**src/rtl/ecc_pkg.sv**
```systemverilog
`default_nettype none
// ============================================================================
// Module   : ecc_pkg
// Brief    : SECDED Hamming+overall-parity helpers shared by the read checker.
// Revision : 1.0 - initial release
// ============================================================================
package ecc_pkg;

    // Functions work on a fixed maximum word size; callers pass the real width.
    localparam int ECC_MAX_W = 64;

    typedef logic [ECC_MAX_W:1]   ecc_word_t;
    typedef logic [ECC_MAX_W-1:0] ecc_data_t;
    typedef logic [7:0]           ecc_syn_t;

    function automatic int parity_bits(input int data_width);
        return $clog2(data_width) + 1;
    endfunction

    function automatic int encoded_word(input int data_width);
        return data_width + parity_bits(data_width);
    endfunction

    function automatic logic is_pow2(input int pos);
        return (pos > 0) && ((pos & (pos - 1)) == 0);
    endfunction

    function automatic ecc_syn_t syndrome(input ecc_word_t word, input int enc_w);
        ecc_syn_t  s;
        ecc_word_t sh;
        s = '0;
        for (int i = 1; i <= ECC_MAX_W; i++) begin
            sh = word >> (i - 1);
            if (i <= enc_w && sh[1]) begin
                s = s ^ ecc_syn_t'(i);
            end
        end
        return s;
    endfunction

    function automatic ecc_data_t extract_data(input ecc_word_t word, input int enc_w);
        ecc_data_t d;
        ecc_word_t sh;
        int        k;
        d = '0;
        k = 0;
        for (int i = 1; i <= ECC_MAX_W; i++) begin
            sh = word >> (i - 1);
            if (i <= enc_w && !is_pow2(i)) begin
                d = d | (ecc_data_t'(sh[1]) << k);
                k++;
            end
        end
        return d;
    endfunction

endpackage
`default_nettype wire

```
**src/rtl/ecc_secded_dec.sv**
```systemverilog
`default_nettype none
// ============================================================================
// Module   : ecc_secded_dec
// Brief    : Combinational SECDED decode: correct single, flag double errors.
// Revision : 1.0 - initial release
// ============================================================================
module ecc_secded_dec
    import ecc_pkg::*;
#(
    parameter  int DATA_WIDTH   = 8,
    localparam int PARITY_BITS  = parity_bits(DATA_WIDTH),
    localparam int ENCODED_WORD = DATA_WIDTH + PARITY_BITS
) (
    input  logic [ENCODED_WORD+1:1] i_rdata,
    output logic [DATA_WIDTH-1:0]   o_data,
    output logic                    o_sbe,
    output logic                    o_dbe
);

    ecc_word_t w_word;
    ecc_word_t w_corr;
    ecc_data_t w_ext;
    ecc_syn_t  w_syn;
    logic      w_par;
    logic      w_in_range;
    logic      w_unused_ext_hi;

    assign w_word     = ecc_word_t'(i_rdata[ENCODED_WORD:1]);
    assign w_syn      = syndrome(w_word, ENCODED_WORD);
    assign w_par      = ^i_rdata;
    assign w_in_range = (w_syn != '0) && (w_syn <= ecc_syn_t'(ENCODED_WORD));

    // Only an odd-weight error with a syndrome inside the word is correctable.
    assign w_corr = (w_par && w_in_range) ? (w_word ^ (ecc_word_t'(1) << (w_syn - 8'd1)))
                                          : w_word;
    assign w_ext  = extract_data(w_corr, ENCODED_WORD);

    assign o_data = w_ext[DATA_WIDTH-1:0];
    assign o_sbe  = w_par && ((w_syn == '0) || w_in_range);
    assign o_dbe  = (w_syn != '0) && (!w_par || !w_in_range);

    assign w_unused_ext_hi = ^w_ext[ECC_MAX_W-1:DATA_WIDTH];

endmodule
`default_nettype wire

```
**config.mk**
```make
export PLATFORM = sky130hd
export DESIGN_NAME = ecc_secded_dec
export DESIGN_NICKNAME = d
export VERILOG_FILES = /design/src/rtl/ecc_pkg.sv /design/src/rtl/ecc_secded_dec.sv
export SDC_FILE = /design/constraint.sdc
export NUM_CORES = 1
export LEC_CHECK = 0
export ABC_CLOCK_PERIOD_IN_PS = 4280
export CORE_MARGIN = 4
export CORE_UTILIZATION = 43
export DETAILED_ROUTE_END_ITERATION = 8
export PLACE_DENSITY = 0.84
export REMOVE_ABC_BUFFERS = 1
export SLEW_MARGIN = 40
export SYNTH_ARGS = -nofsm -noshare
export SYNTH_HDL_FRONTEND = slang
export SYNTH_SLANG_ARGS = --single-unit
```
**constraint.sdc**
```tcl
create_clock -name vclk -period 4.28
set_input_delay 1.07 -clock vclk [all_inputs]
set_output_delay 1.07 -clock vclk [all_outputs]
set_load 0.1 [all_outputs]
```
==> results.yml, run 1 <==
yosys:
  yosys.area_share.adder: 0.0205
  ys_warn_count: 0
  synthDistinctLibCells: 29
  synth_simple_gate_area_frac: 0.213
  synth_top_area_share: 0.244
  synth-compound-area-share: 0.100
  synth_area_leaders: "xnor2_1, xnor3_4, xnor3_2, xor2_1, xnor2_2"
  syn-cell-area_um2: 611
  synth_top_family_by_area: "XOR/XNOR gates"
  yosysTopAreaCell: "xnor2_1"
  muxShareOfSynthArea: 0.0512
  ys_seq_area_frac: 0
  synth_xor_area_frac: 0.590
  avgSynthCellArea_um2: 10.0
  synth_cells: 61
outcome:
  haltStage: "clock tree synthesis"
  error: "[ERROR DPL-0038] Utilization greater than 100%, impossible to legalize"
  status: "aborted with a tool error"
placement:
  dp_worst_setup_slack_ns: -0.724
  hpwl_mm: 1.65
  dpl_cell_area_mm2: 0.00113
  gp_congestion: 0.906
  portBuffers: 23
die:
  start_util: 0.463
  die_h_um: 45.7
  io_pins: 23
  num_rows: 13
  die_x_um: 45.7
cts:
  cts_setup_buffers: 5
  cts_resized: 86
  cts-hold-fix-buffers: 0
==> metrics by stage <==
step | setup TNS (ns) | util | hold WS (ns) | std cells
3_5_place_dp | -5.60 | 0.857 | 3.08 | 122
2_1_floorplan | -9.48 | - | 2.59 | 60
3_3_place_gp | -4.54 | 0.857 | 3.06 | 122
==> cell usage after synthesis (2+ instances only) <==
master	number
xor2_1	4
a21oi_1	3
nand4_1	2
xnor2_1	17
mux2i_1	2
xnor3_4	2
nor4b_1	3
xnor3_2	2
xnor2_2	2
nand2_1	2
o21ai_0	4
==> kinds of logic after synthesis <==
| kind of cell | after synthesis |
|---|---|
| compound gates | 10 |
| fa+ha+maj | 1 |
| mux | 3 |
| buf+inv | 2 |
| simple gates | 16 |
| xor+xnor | 29 |
==> run 2: changes to the inputs <==
ABC_CLOCK_PERIOD_IN_PS = 5550   (was 4280)
CORE_AREA = 4 4 65 67   (was not set)
CORE_MARGIN = not set   (was 4)
CORE_UTILIZATION = not set   (was 43)
DIE_AREA = 0 0 69 71   (was not set)
PLACE_DENSITY = not set   (was 0.84)
PLACE_DENSITY_LB_ADDON = 0.15   (was not set)
clock period = 5.55 ns   (was 4.28 ns; I/O delays follow)
==> results.yml, run 2 <==
outcome:
  status: "completed"
setup_path:
  max_stage_delay_ns: 0.51
  crit_fanout: 2
  crit_arrival_ns: 4.03
  path_cells: "clkdlybuf4s50_1 -> xnor2_2 -> buf_4 -> xor2_1 -> xnor3_2 -> nor3b_4 -> or4b_1 -> xnor2_2 -> buf_12"
  critPathSlowestCell: "or4b_1"
  critPathCaptureType: "output pin"
  critPathMostFrequentCell: "xnor2_2"
  start_kind: "input port"
  critPathKind: "in -> out"
  required_ns: 4.16
layout:
  layout.cells.non_filler: 157
  seq_cells: 0
  fillers: 389
  drive_gt1_frac: 0.505
  layout_commonest_cell: "buf_4"
  multi_input_area_um2: 649
  antenna_cells: 0
  area_growth_pct: 106
  ff_latch_area_um2: 0
  layout_common_cells: "buf_4, xnor2_1, buf_12"
  final_util: 0.346
  fin_nets: 125
  nClkBuffers: 0
timing:
  slew_headroom: 0.735
  setup_violations: 0
  setup-tns-final_ns: 0
  final_max_slew_viol_count: 0
  max_freq_ghz: 0.185
  layout_setup_ws_ns: 0.134
  finalHoldViolCount: 0
  worst_slew_pin_slew_ns: 0.391
  period_minus_slack_ns: 5.42
  period_share: 0.976
global_routing:
  grtUsageTotal: 0.0740
  grt_pass1_wl_mm: 3.15
  grt_pass1_vias: 669
  antenna_found_initial: 0
  grt_max_degree: 10
  overflow: 0
min_path:
  hold_path.class: "in -> out"
  holdPathStages: 3
die:
  core_mm2: 0.00363
  num_rows: 22
  die_x_um: 69
  io_pins: 23
  dieArea_mm2: 0.00490
  die_h_um: 71
  start_util: 0.168
routing:
  viasPerCell: 3.95
  firstDrtPassIters: 2
  vias: 620
  drc: 0
  wl_mm: 1.89
  wire_per_inst_um: 12.0
  drt_iter0_drc: 14
  ant_nets: 0
pwr:
  power_density_mw_per_mm2: 401
  ir_drop_uv: 119
  leakagePower_uw: 0.000587
yosys:
  ys_warn_count: 0
  ys_top_cells_by_count: "xnor2_1, o21ai_0, xor2_1, a21oi_1, nor4b_1"
  avgSynthCellArea_um2: 10.0
  synth_most_common_cell: "xnor2_1"
  synth_cells: 61
  yosysTopAreaCell: "xnor2_1"
  ys_seq_area_frac: 0
  synthDistinctLibCells: 29
  synth_area_leaders: "xnor2_1, xnor3_4, xnor3_2, xor2_1, xnor2_2"
  synth_top_area_share: 0.244
  syn-cell-area_um2: 611
placement:
  dp_worst_setup_slack_ns: -0.0548
  portBuffers: 23
  hpwl_mm: 1.62
  gp_congestion: 0.785
  place_inst: 155
cts:
  cts-hold-fix-buffers: 0
run:
  cap_violations: 0
run 2: cell counts after synthesis:
Identical to the previous run, type by type.
run 2: critical path, delay by kind of cell:
| kind | cells | cell delay, ns |
|---|---|---|
| buffers and inverters | 3 | 0.78 |
| XOR/XNOR | 4 | 1.12 |
| AND/OR/NAND/NOR | 2 | 0.73 |
run 2: area by class of cell:
type / count / share of cell area
multi-input combinational: 59 / 0.516
timing repair buffer: 49 / 0.433
tap: 48 / 0.0477
inverter: 1 / 0.00298
run 2: through the flow:
step	hold slack (ns)	instance area [µm²]	total power (µW)
final	3.31	1260	505
after global routing	3.35	1260	530
after CTS	3.55	1220	503
after detailed placement	3.64	1170	491
after global placement	3.63	1170	489
after floorplan	3.23	599	298
run 2: logic make-up after synthesis:
logic type | synth area share
AND/OR/NAND/NOR | 0.213
multiplexers | 0.0512
buffers and inverters | 0.0246
AO/OA/AOI/OAI | 0.100
XOR/XNOR | 0.590
adder cells (fa/ha/maj) | 0.0205
run 2: final timing paths:
kind | from | end | slack, ns
worst max-delay path | i_rdata[1] | o_data[7] | 0.13
worst min-delay path | i_rdata[9] | o_data[4] | 3.31
run 2: metal layers:
metal	routed length [µm]	track usage	vias up
met5	0	0	-
met4	0	0	0
met3	43	0.00426	0
met2	961	0.137	7
met1	880	0.100	294
li1	-	-	319
run 2: what timing repair did:
item / 4_1_cts / 5_1_grt
pin swaps: 2 / 3
cloned: 0 / 0
buffers inserted: 1 / 1
endpoints found under the setup margin: 4 / 6
resized for setup: 8 / 7
run 2: report_power, final:
| group | internal (µW) | total (µW) | switching [µW] |
|---|---|---|---|
| Sequential | 0 | 0 | 0 |
| Clock | 0 | 0 | 0 |
| Combinational | 226 | 505 | 280 |
| Total | 226 | 505 | 280 |
No activity file was read; power rests on OpenSTA's default activity.
==> run 3: changes to the inputs <==
CELL_PAD_IN_SITES_DETAIL_PLACEMENT = 1   (was not set)
CELL_PAD_IN_SITES_GLOBAL_PLACEMENT = 1   (was not set)
DONT_BUFFER_PORTS = 1   (was not set)
==> results.yml, run 3 (same netlist as run 2, synthesis figures left out) <==
setup_path:
  path_buf_inv: 1
  crit_cells: 8
  required_ns: 4.16
  critPathKind: "in -> out"
  critPathTopFamily: "XOR/XNOR gates"
  path_cells: "xnor2_1 -> xnor3_4 -> ha_1 -> nand2_1 -> nor3b_4 -> or4b_1 -> xnor2_2 -> buf_12"
  critPathSlowestCell: "or4b_1"
  crit_arrival_ns: 3.79
  startpoint: "i_rdata[3]"
  start_kind: "input port"
  critPathCaptureType: "output pin"
  crit_fanout: 8
  max_stage_delay_ns: 0.51
timing:
  setup_violations: 0
  setup-tns-final_ns: 0
  period_minus_slack_ns: 5.18
  finalHoldViolCount: 0
  worst_slew_pin_slew_ns: 0.542
  period_share: 0.934
  max_freq_ghz: 0.193
  final_max_slew_viol_count: 0
  rsz0062_at_grt: "false"
  slew_headroom: 0.636
die:
  start_util: 0.168
  io_pins: 23
  die_x_um: 69
  num_rows: 22
  die_h_um: 71
  core_mm2: 0.00363
  dieArea_mm2: 0.00490
routing:
  ant_nets: 0
  firstDrtPassIters: 4
  drt_iter0_drc: 14
  viasPerCell: 4.09
  vias: 491
  wire_per_inst_um: 13.6
  wl_mm: 1.63
  drc: 0
global_routing:
  grt_pass1_wl_mm: 2.75
  grtUsageTotal: 0.0652
  grt_max_degree: 11
  grt_pass1_vias: 505
  antenna_found_initial: 0
  overflow: 0
run:
  cap_violations: 0
layout:
  drive_gt1_frac: 0.472
  layout_commonest_cell: "buf_4"
  final_util: 0.228
  antenna_cells: 0
  finalInstanceArea_um2: 830
  fin_nets: 88
  seq_cells: 0
  nClkBuffers: 0
  ff_latch_area_um2: 0
  area_growth_pct: 35.9
  layout_common_cells: "buf_4, xnor2_1, xnor2_2"
pwr:
  power_density_mw_per_mm2: 468
  leakagePower_uw: 0.000343
  finalPower_uw: 388
  ir_drop_uv: 143
placement:
  dpl_cell_area_um2: 830
  portBuffers: 0
  hpwl_mm: 1.42
  gp_congestion: 0.653
cts:
  cts_setup_buffers: 0
  cts_resized: 0
  cts-hold-fix-buffers: 0
min_path:
  hold_path.class: "in -> out"
  holdPathStages: 2
  min_from: "i_rdata[12]"
outcome:
  status: "completed"
[run 3: path summary, 6_finish.rpt]
| path | to | slack (ns) |
|---|---|---|
| setup / recovery | o_data[7] | 0.37 |
| hold / removal | o_data[7] | 3.01 |
[run 3: per-stage QoR]
step | std cells | hold WS, ns | setup slack, ns
after floorplan | 60 | 3.23 | -0.662
after global placement | 120 | 3.01 | 0.371
after detailed placement | 120 | 3.01 | 0.370
after CTS | 120 | 3.01 | 0.351
after global routing | 120 | 3.02 | 0.191
final | 120 | 3.01 | 0.369
[run 3: cell type report]
type,count,area [µm²]
Multi-Input combinational cell,59,663
Fill cell,437,2800
Timing Repair Buffer,12,103
Tap cell,48,60.1
Inverter,1,3.75
[run 3: report_power, final]
group	switching (µW)	total (µW)	leakage [µW]	internal [µW]
sequential	0	0	0	0
combinational	256	388	0.000343	132
clock	0	0	0	0
[run 3: metal layers]
layer	up-vias	wire length, µm	global-route usage
met3	0	67	0.00852
met2	11	759	0.109
met5	-	0	0
met1	233	806	0.0948
met4	0	0	0
li1	247	-	-
==> run 4: changes to the inputs <==
SETUP_SLACK_MARGIN = 0.05   (was not set)
==> results of run 4 <==
Final layout, timing and power as in run 3 (identical DEF).
